===== src/rtl/cache_repl_pkg.sv =====
// Shared types and tree pseudo-LRU helpers for the cache replacement logic.
package cache_repl_pkg;

   localparam int unsigned DEF_SET_SIZE    = 4;
   localparam int unsigned DEF_SET_NUM     = 128;
   localparam int unsigned DEF_WAY_WIDTH   = $clog2(DEF_SET_SIZE);
   localparam int unsigned DEF_INDEX_WIDTH = $clog2(DEF_SET_NUM);

   typedef logic [DEF_WAY_WIDTH-1:0]   way_t;
   typedef logic [DEF_INDEX_WIDTH-1:0] index_t;
   typedef logic [DEF_SET_SIZE-2:0]    plru_t;
   typedef logic [DEF_SET_SIZE-1:0]    valid_t;

   typedef struct packed {
      logic found;
      way_t way;
   } inv_pick_t;

   // Walk root to leaf along w's path, pointing every node away from w.
   // Node n has children 2n+1 (lower half) and 2n+2 (upper half).
   function automatic plru_t plru_touch(plru_t p, way_t w);
      plru_t       r;
      int unsigned node;
      r    = p;
      node = 0;
      for (int unsigned lvl = 0; lvl < DEF_WAY_WIDTH; lvl++) begin
         r[node] = ~w[DEF_WAY_WIDTH-1-lvl];
         node    = 2 * node + 1 + 32'(w[DEF_WAY_WIDTH-1-lvl]);
      end
      return r;
   endfunction

   // Follow the tree bits from the root; each bit read is the next way bit.
   function automatic way_t plru_victim(plru_t p);
      way_t        w;
      int unsigned node;
      w    = '0;
      node = 0;
      for (int unsigned lvl = 0; lvl < DEF_WAY_WIDTH; lvl++) begin
         w[DEF_WAY_WIDTH-1-lvl] = p[node];
         node                   = 2 * node + 1 + 32'(p[node]);
      end
      return w;
   endfunction

   // Lowest-index invalid way, if any.
   function automatic inv_pick_t first_invalid(valid_t v);
      inv_pick_t r;
      r.found = 1'b0;
      r.way   = '0;
      for (int unsigned i = 0; i < DEF_SET_SIZE; i++) begin
         if (!v[i] && !r.found) begin
            r.found = 1'b1;
            r.way   = way_t'(i);
         end
      end
      return r;
   endfunction

endpackage


===== src/rtl/cache_victim_sel_plru_set_update.sv =====
// Combinational next state of one set: access touch, then fill touch and
// valid set, then invalidate clear (PLRU untouched by invalidate).
module plru_set_update
   import cache_repl_pkg::*;
(
   input  logic   [DEF_SET_SIZE-1:0] valid_cur,
   input  logic   [DEF_SET_SIZE-2:0] plru_cur,
   input  logic                      acc_en,
   input  logic   [DEF_WAY_WIDTH-1:0] acc_way,
   input  logic                      fill_en,
   input  logic   [DEF_WAY_WIDTH-1:0] fill_way,
   input  logic                      inv_en,
   input  logic   [DEF_WAY_WIDTH-1:0] inv_way,
   output logic   [DEF_SET_SIZE-1:0] valid_nxt,
   output logic   [DEF_SET_SIZE-2:0] plru_nxt
);

   // Apply the three events in their fixed intra-cycle order.
   always_comb begin
      valid_nxt = valid_cur;
      plru_nxt  = plru_cur;
      if (acc_en) begin
         plru_nxt = plru_touch(plru_nxt, acc_way);
      end
      if (fill_en) begin
         plru_nxt            = plru_touch(plru_nxt, fill_way);
         valid_nxt[fill_way] = 1'b1;
      end
      if (inv_en) begin
         valid_nxt[inv_way] = 1'b0;
      end
   end

endmodule


===== src/rtl/cache_victim_sel.sv =====
// Replacement-victim selector: per-set valid bits and tree PLRU, event
// absorption, and a registered victim response one cycle after each request.
module cache_victim_sel
   import cache_repl_pkg::*;
#(
   parameter int unsigned SET_SIZE    = DEF_SET_SIZE,
   parameter int unsigned SET_NUM     = DEF_SET_NUM,
   parameter int unsigned WAY_WIDTH   = $clog2(SET_SIZE),
   parameter int unsigned INDEX_WIDTH = $clog2(SET_NUM)
)
(
   input  logic                   clk,
   input  logic                   reset,
   input  logic                   access_valid,
   input  logic [INDEX_WIDTH-1:0] access_index,
   input  logic [WAY_WIDTH-1:0]   access_way,
   input  logic                   fill_valid,
   input  logic [INDEX_WIDTH-1:0] fill_index,
   input  logic [WAY_WIDTH-1:0]   fill_way,
   input  logic                   inv_valid,
   input  logic [INDEX_WIDTH-1:0] inv_index,
   input  logic [WAY_WIDTH-1:0]   inv_way,
   input  logic                   victim_req,
   input  logic [INDEX_WIDTH-1:0] victim_index,
   output logic                   victim_valid,
   output logic [WAY_WIDTH-1:0]   victim_way,
   output logic                   victim_was_invalid
);

   valid_t    valid_q [SET_NUM];
   plru_t     plru_q  [SET_NUM];
   valid_t    valid_d [SET_NUM];
   plru_t     plru_d  [SET_NUM];

   valid_t    fwd_valid;
   plru_t     fwd_plru;
   inv_pick_t pick;
   way_t      resp_way;
   logic      resp_inv;

   // Write path: every set computes its next state from index-matched events.
   for (genvar s = 0; s < SET_NUM; s++) begin : g_set
      plru_set_update u_upd (
         .valid_cur (valid_q[s]),
         .plru_cur  (plru_q[s]),
         .acc_en    (access_valid && (access_index == index_t'(s))),
         .acc_way   (access_way),
         .fill_en   (fill_valid && (fill_index == index_t'(s))),
         .fill_way  (fill_way),
         .inv_en    (inv_valid && (inv_index == index_t'(s))),
         .inv_way   (inv_way),
         .valid_nxt (valid_d[s]),
         .plru_nxt  (plru_d[s])
      );
   end

   // Forwarding path: the requested set as it will look after this cycle.
   plru_set_update u_fwd (
      .valid_cur (valid_q[victim_index]),
      .plru_cur  (plru_q[victim_index]),
      .acc_en    (access_valid && (access_index == victim_index)),
      .acc_way   (access_way),
      .fill_en   (fill_valid && (fill_index == victim_index)),
      .fill_way  (fill_way),
      .inv_en    (inv_valid && (inv_index == victim_index)),
      .inv_way   (inv_way),
      .valid_nxt (fwd_valid),
      .plru_nxt  (fwd_plru)
   );

   // State arrays in flops; all sets cleared on reset.
   always_ff @(posedge clk or posedge reset) begin
      if (reset) begin
         for (int unsigned s = 0; s < SET_NUM; s++) begin
            valid_q[s] <= '0;
            plru_q[s]  <= '0;
         end
      end else begin
         for (int unsigned s = 0; s < SET_NUM; s++) begin
            valid_q[s] <= valid_d[s];
            plru_q[s]  <= plru_d[s];
         end
      end
   end

   // Victim choice: invalid way preferred over the PLRU walk.
   always_comb begin
      pick     = first_invalid(fwd_valid);
      resp_inv = pick.found;
      resp_way = pick.found ? pick.way : plru_victim(fwd_plru);
   end

   // Response register; way/was_invalid hold between requests.
   always_ff @(posedge clk or posedge reset) begin
      if (reset) begin
         victim_valid       <= 1'b0;
         victim_way         <= '0;
         victim_was_invalid <= 1'b0;
      end else begin
         victim_valid <= victim_req;
         if (victim_req) begin
            victim_way         <= resp_way;
            victim_was_invalid <= resp_inv;
         end
      end
   end

endmodule


===== config.mk =====
export PLATFORM = sky130hd
export DESIGN_NAME = cache_victim_sel
export DESIGN_NICKNAME = d
export VERILOG_FILES = /design/src/rtl/cache_repl_pkg.sv /design/src/rtl/cache_victim_sel_plru_set_update.sv /design/src/rtl/cache_victim_sel.sv
export SDC_FILE = /design/constraint.sdc
export NUM_CORES = 2
export LEC_CHECK = 0
export ABC_AREA = 1
export CAP_MARGIN = 20
export CORE_MARGIN = 5
export CORE_UTILIZATION = 45
export DETAILED_ROUTE_END_ITERATION = 6
export GPL_TIMING_DRIVEN = 0
export SETUP_SLACK_MARGIN = 0.4
export SYNTH_ARGS = -nofsm -noshare
export SYNTH_HDL_FRONTEND = slang
export SYNTH_HIERARCHICAL = 1
export SYNTH_SLANG_ARGS = --single-unit

===== constraint.sdc =====
create_clock -name clk -period 79.4 [get_ports clk]
set_input_delay 11.91 -clock clk [delete_from_list [all_inputs] [get_ports clk]]
set_output_delay 11.91 -clock clk [all_outputs]
set_load 0.1 [all_outputs]

==> metrics.cfg <==
[run_status]
status=finished, violations left
violations=design-rule violations

[setup_path]
r2r-end=victim_way[0]$_DFFE_PP0P_
path_max_fanout=10
reg2regPathDepth=16
required_ns=80.02
r2r-start=valid_q[230]$_DFF_PP0_
arrival_ns=16.09
regToRegSetupSlack_ns=76.73
path_class=in2reg
crit_path_start_kind=input pin
crit_path_end_kind=register

[sta]
slew_headroom=0.1485
finalClockSkew_ns=0.02181
fin_crit_ns=15.47
drv_slew=0
tightest_slew_ns=1.277
setup-tns-final_ns=0
setup_slack_ns=63.93
setup_viol=0
hold_violations=0
min_period_over_period=0.1948
grt_setup_unrepaired=no
clock.fmax_ghz=0.06465

[die]
dieWidth_um=369.5
core_sq_um=129000
rows=132
initial_utilization=0.4509
dieArea_sq_um=136500
die_h_um=369.5
io_pins=44

[synthesis]
syn_inst=9135
synth_area_sq_um=58160
yosysWarnings=6
synth_ff_type=dfrtp_1
synth_top_cell_area_share=0.3872
yosys-top-cells-area=dfrtp_1 39%, nand2_1 19%, nand3_1 15%, inv_1 10%, nor2_1 4.2%
async_flop_share=1.000
avgSynthCellArea_sq_um=6.367
synth_edf_count=0
yosysUniqueCellTypes=32
synth_seq_cells=900
yosysSeqAreaShare=0.3872
syn_nets=9175
yosysTopAreaCell=dfrtp_1

[drt]
first_pass_iters=7
drt_wl_total_um=270400
dr.first_iter.drc_count=8305
route.detailed.drc=8
antenna_left=0
vias=62360
vias_per_cell=5.580
wire_per_inst_um=24.19

[min_path]
hold_path_startpoint=victim_way[1]$_DFFE_PP0P_
hold_end=victim_way[1]$_DFFE_PP0P_
worstHoldPathType=reg2reg
holdPathStages=2

[global_route]
track_usage=0.3851
overflow=0
grt_pass1_vias=56160
grt_max_degree=140
antenna_found_initial=14
grt_pass1_wl_um=383900

[clock_network]
post_cts_buffers=0
cts_sinks=900
cts_tree=yes
cts_buffers=111
clkLatencyLatePin_ns=0.76
holdBufCountCts=0
cts-root-buf=clkbuf_16
clock_path_buffers=3
h-tree-depth=3
cts_resized=0
clk_pin_slew_ns=0.06

[final_layout]
nNetsFinal=9374
area_growth_syn_to_layout_pct=13.01
drive_gt1_frac=0.08192

[place]
hpwl_um=196900
pre_cts_ws_ns=63.44
place.gp.congestion=1.056
io_buffers=36

[job]
drv_cap=0

[power]
p_leak_nw=34.80
max-vdd-ir-drop_v=0.00001992
power_density_nw_per_um2=19.68

cell type report:
type | count | area (sq um)
antenna | 11 | 27.53
fill | 13400 | 63260
sequential | 900 | 22520
clock buffer | 164 | 3393
inverter | 1734 | 6516
timing repair buffer | 86 | 1485
clock inverter | 39 | 471.7
tap | 1742 | 2180
buffer | 229 | 1111
multi-input combinational | 6272 | 28020
placed cells by master (no fill, tap or decap), types with 29 or more instances in the layout:
| cell type | Yosys | layout |
|---|---|---|
| nand2_1 | 2886 | 2886 |
| nand3_1 | 1746 | 1746 |
| inv_1 | 1601 | 1600 |
| dfrtp_1 | 900 | 900 |
| nor2_1 | 655 | 655 |
| o21ai_0 | 261 | 261 |
| nor3_1 | 162 | 162 |
| inv_2 | 131 | 131 |
| a21oi_1 | 130 | 130 |
| nand2_2 | 130 | 130 |
| o21bai_1 | 129 | 129 |
| a21oi_2 | 129 | 129 |
| clkbuf_16 | 0 | 116 |
| buf_2 | 108 | 108 |
| clkbuf_1 | 68 | 85 |
| clkbuf_8 | 0 | 31 |
| clkdlybuf4s50_1 | 0 | 30 |
| buf_16 | 0 | 29 |
how the worst max path moves through the flow:
stage / start / endpoint / slack, ns / cells after the start
5_1_grt: victim_index[0] / victim_way[0]$_DFFE_PP0P_ / 63.99 / 19
3_3_place_gp: reset / valid_q[301]$_DFF_PP0_ / 28.40 / 2
2_1_floorplan: reset / plru_q[0]$_DFF_PP0_ / 42.19 / 1
3_5_place_dp: victim_index[1] / victim_way[0]$_DFFE_PP0P_ / 63.44 / 16
4_1_cts: victim_index[1] / victim_way[0]$_DFFE_PP0P_ / 64.22 / 16
6_report: victim_index[1] / victim_way[0]$_DFFE_PP0P_ / 63.93 / 16
registers in the layout (all words and copies together) (netlist names):
name,flops
valid_q,512
plru_q,384
victim_way,2
victim_valid,1
victim_was_invalid,1
cell families after synthesis:
group                     Yosys count  synth area share
xor gates and xnor gates            5         0.0007529
DFF                               900            0.3872
AOI/OAI and AO/OA                 667           0.07205
buffers and inverters            1963            0.1310
and+or+nand+nor                  5600            0.4090
report_power, final:
group          internal, mW  total [mW]  switching, mW
registers             0.500       0.527         0.0269
logic                0.0595       0.219          0.160
clock network         0.326       0.547          0.222
total                 0.885        1.29          0.408
Yosys cell counts (4+ instances only):
library cell and n:
nand2_1 2886, nand3_1 1746, inv_1 1601, dfrtp_1 900, nor2_1 655, o21ai_0 261, nor3_1 162, inv_2 131
a21oi_1 130, nand2_2 130, a21oi_2 129, o21bai_1 129, buf_2 108, clkbuf_1 68, buf_4 27, buf_1 24
nand4_1 17, o22ai_1 5, a221oi_1 4, xnor2_1 4
worst max-delay path, cell delays in order:
cell	delay, ns
clkdlybuf4s50_1	0.73
buf_2	0.42
clkbuf_1	0.87
nand3_1	0.21
nand3_1	0.37
nand3_1	0.22
nand2_1	0.15
nand2_1	0.07
nand3_1	0.10
nand2_1	0.09
nand2_1	0.06
nand2_1	0.15
o21ai_0	0.20
o21ai_0	0.17
o211ai_1	0.23
nand3_1	0.09
layer usage:
layer / GRT usage / wire length [um] / vias up
li1: - / - / 28850
met1: 0.5228 / 109800 / 29300
met2: 0.5567 / 111100 / 3496
met3: 0.09403 / 30400 / 704
met4: 0.2281 / 18960 / 10
met5: 0.001068 / 56 / -
stage by stage:
step | util | cell area (sq um) | std cells | power, mW | hold WS (ns)
after floorplan | - | 58160 | 9135 | 0.6437 | 0.4954
after global placement | 0.4706 | 60700 | 10910 | 0.7750 | 0.4755
after detailed placement | 0.4791 | 61800 | 10960 | 0.7440 | 0.4808
after CTS | 0.5091 | 65660 | 11160 | 1.288 | 0.4941
after global routing | 0.5093 | 65700 | 11170 | 1.335 | 0.5276
final | 0.5095 | 65730 | 11180 | 1.293 | 0.4880
Power figures use the tool's default switching activity.
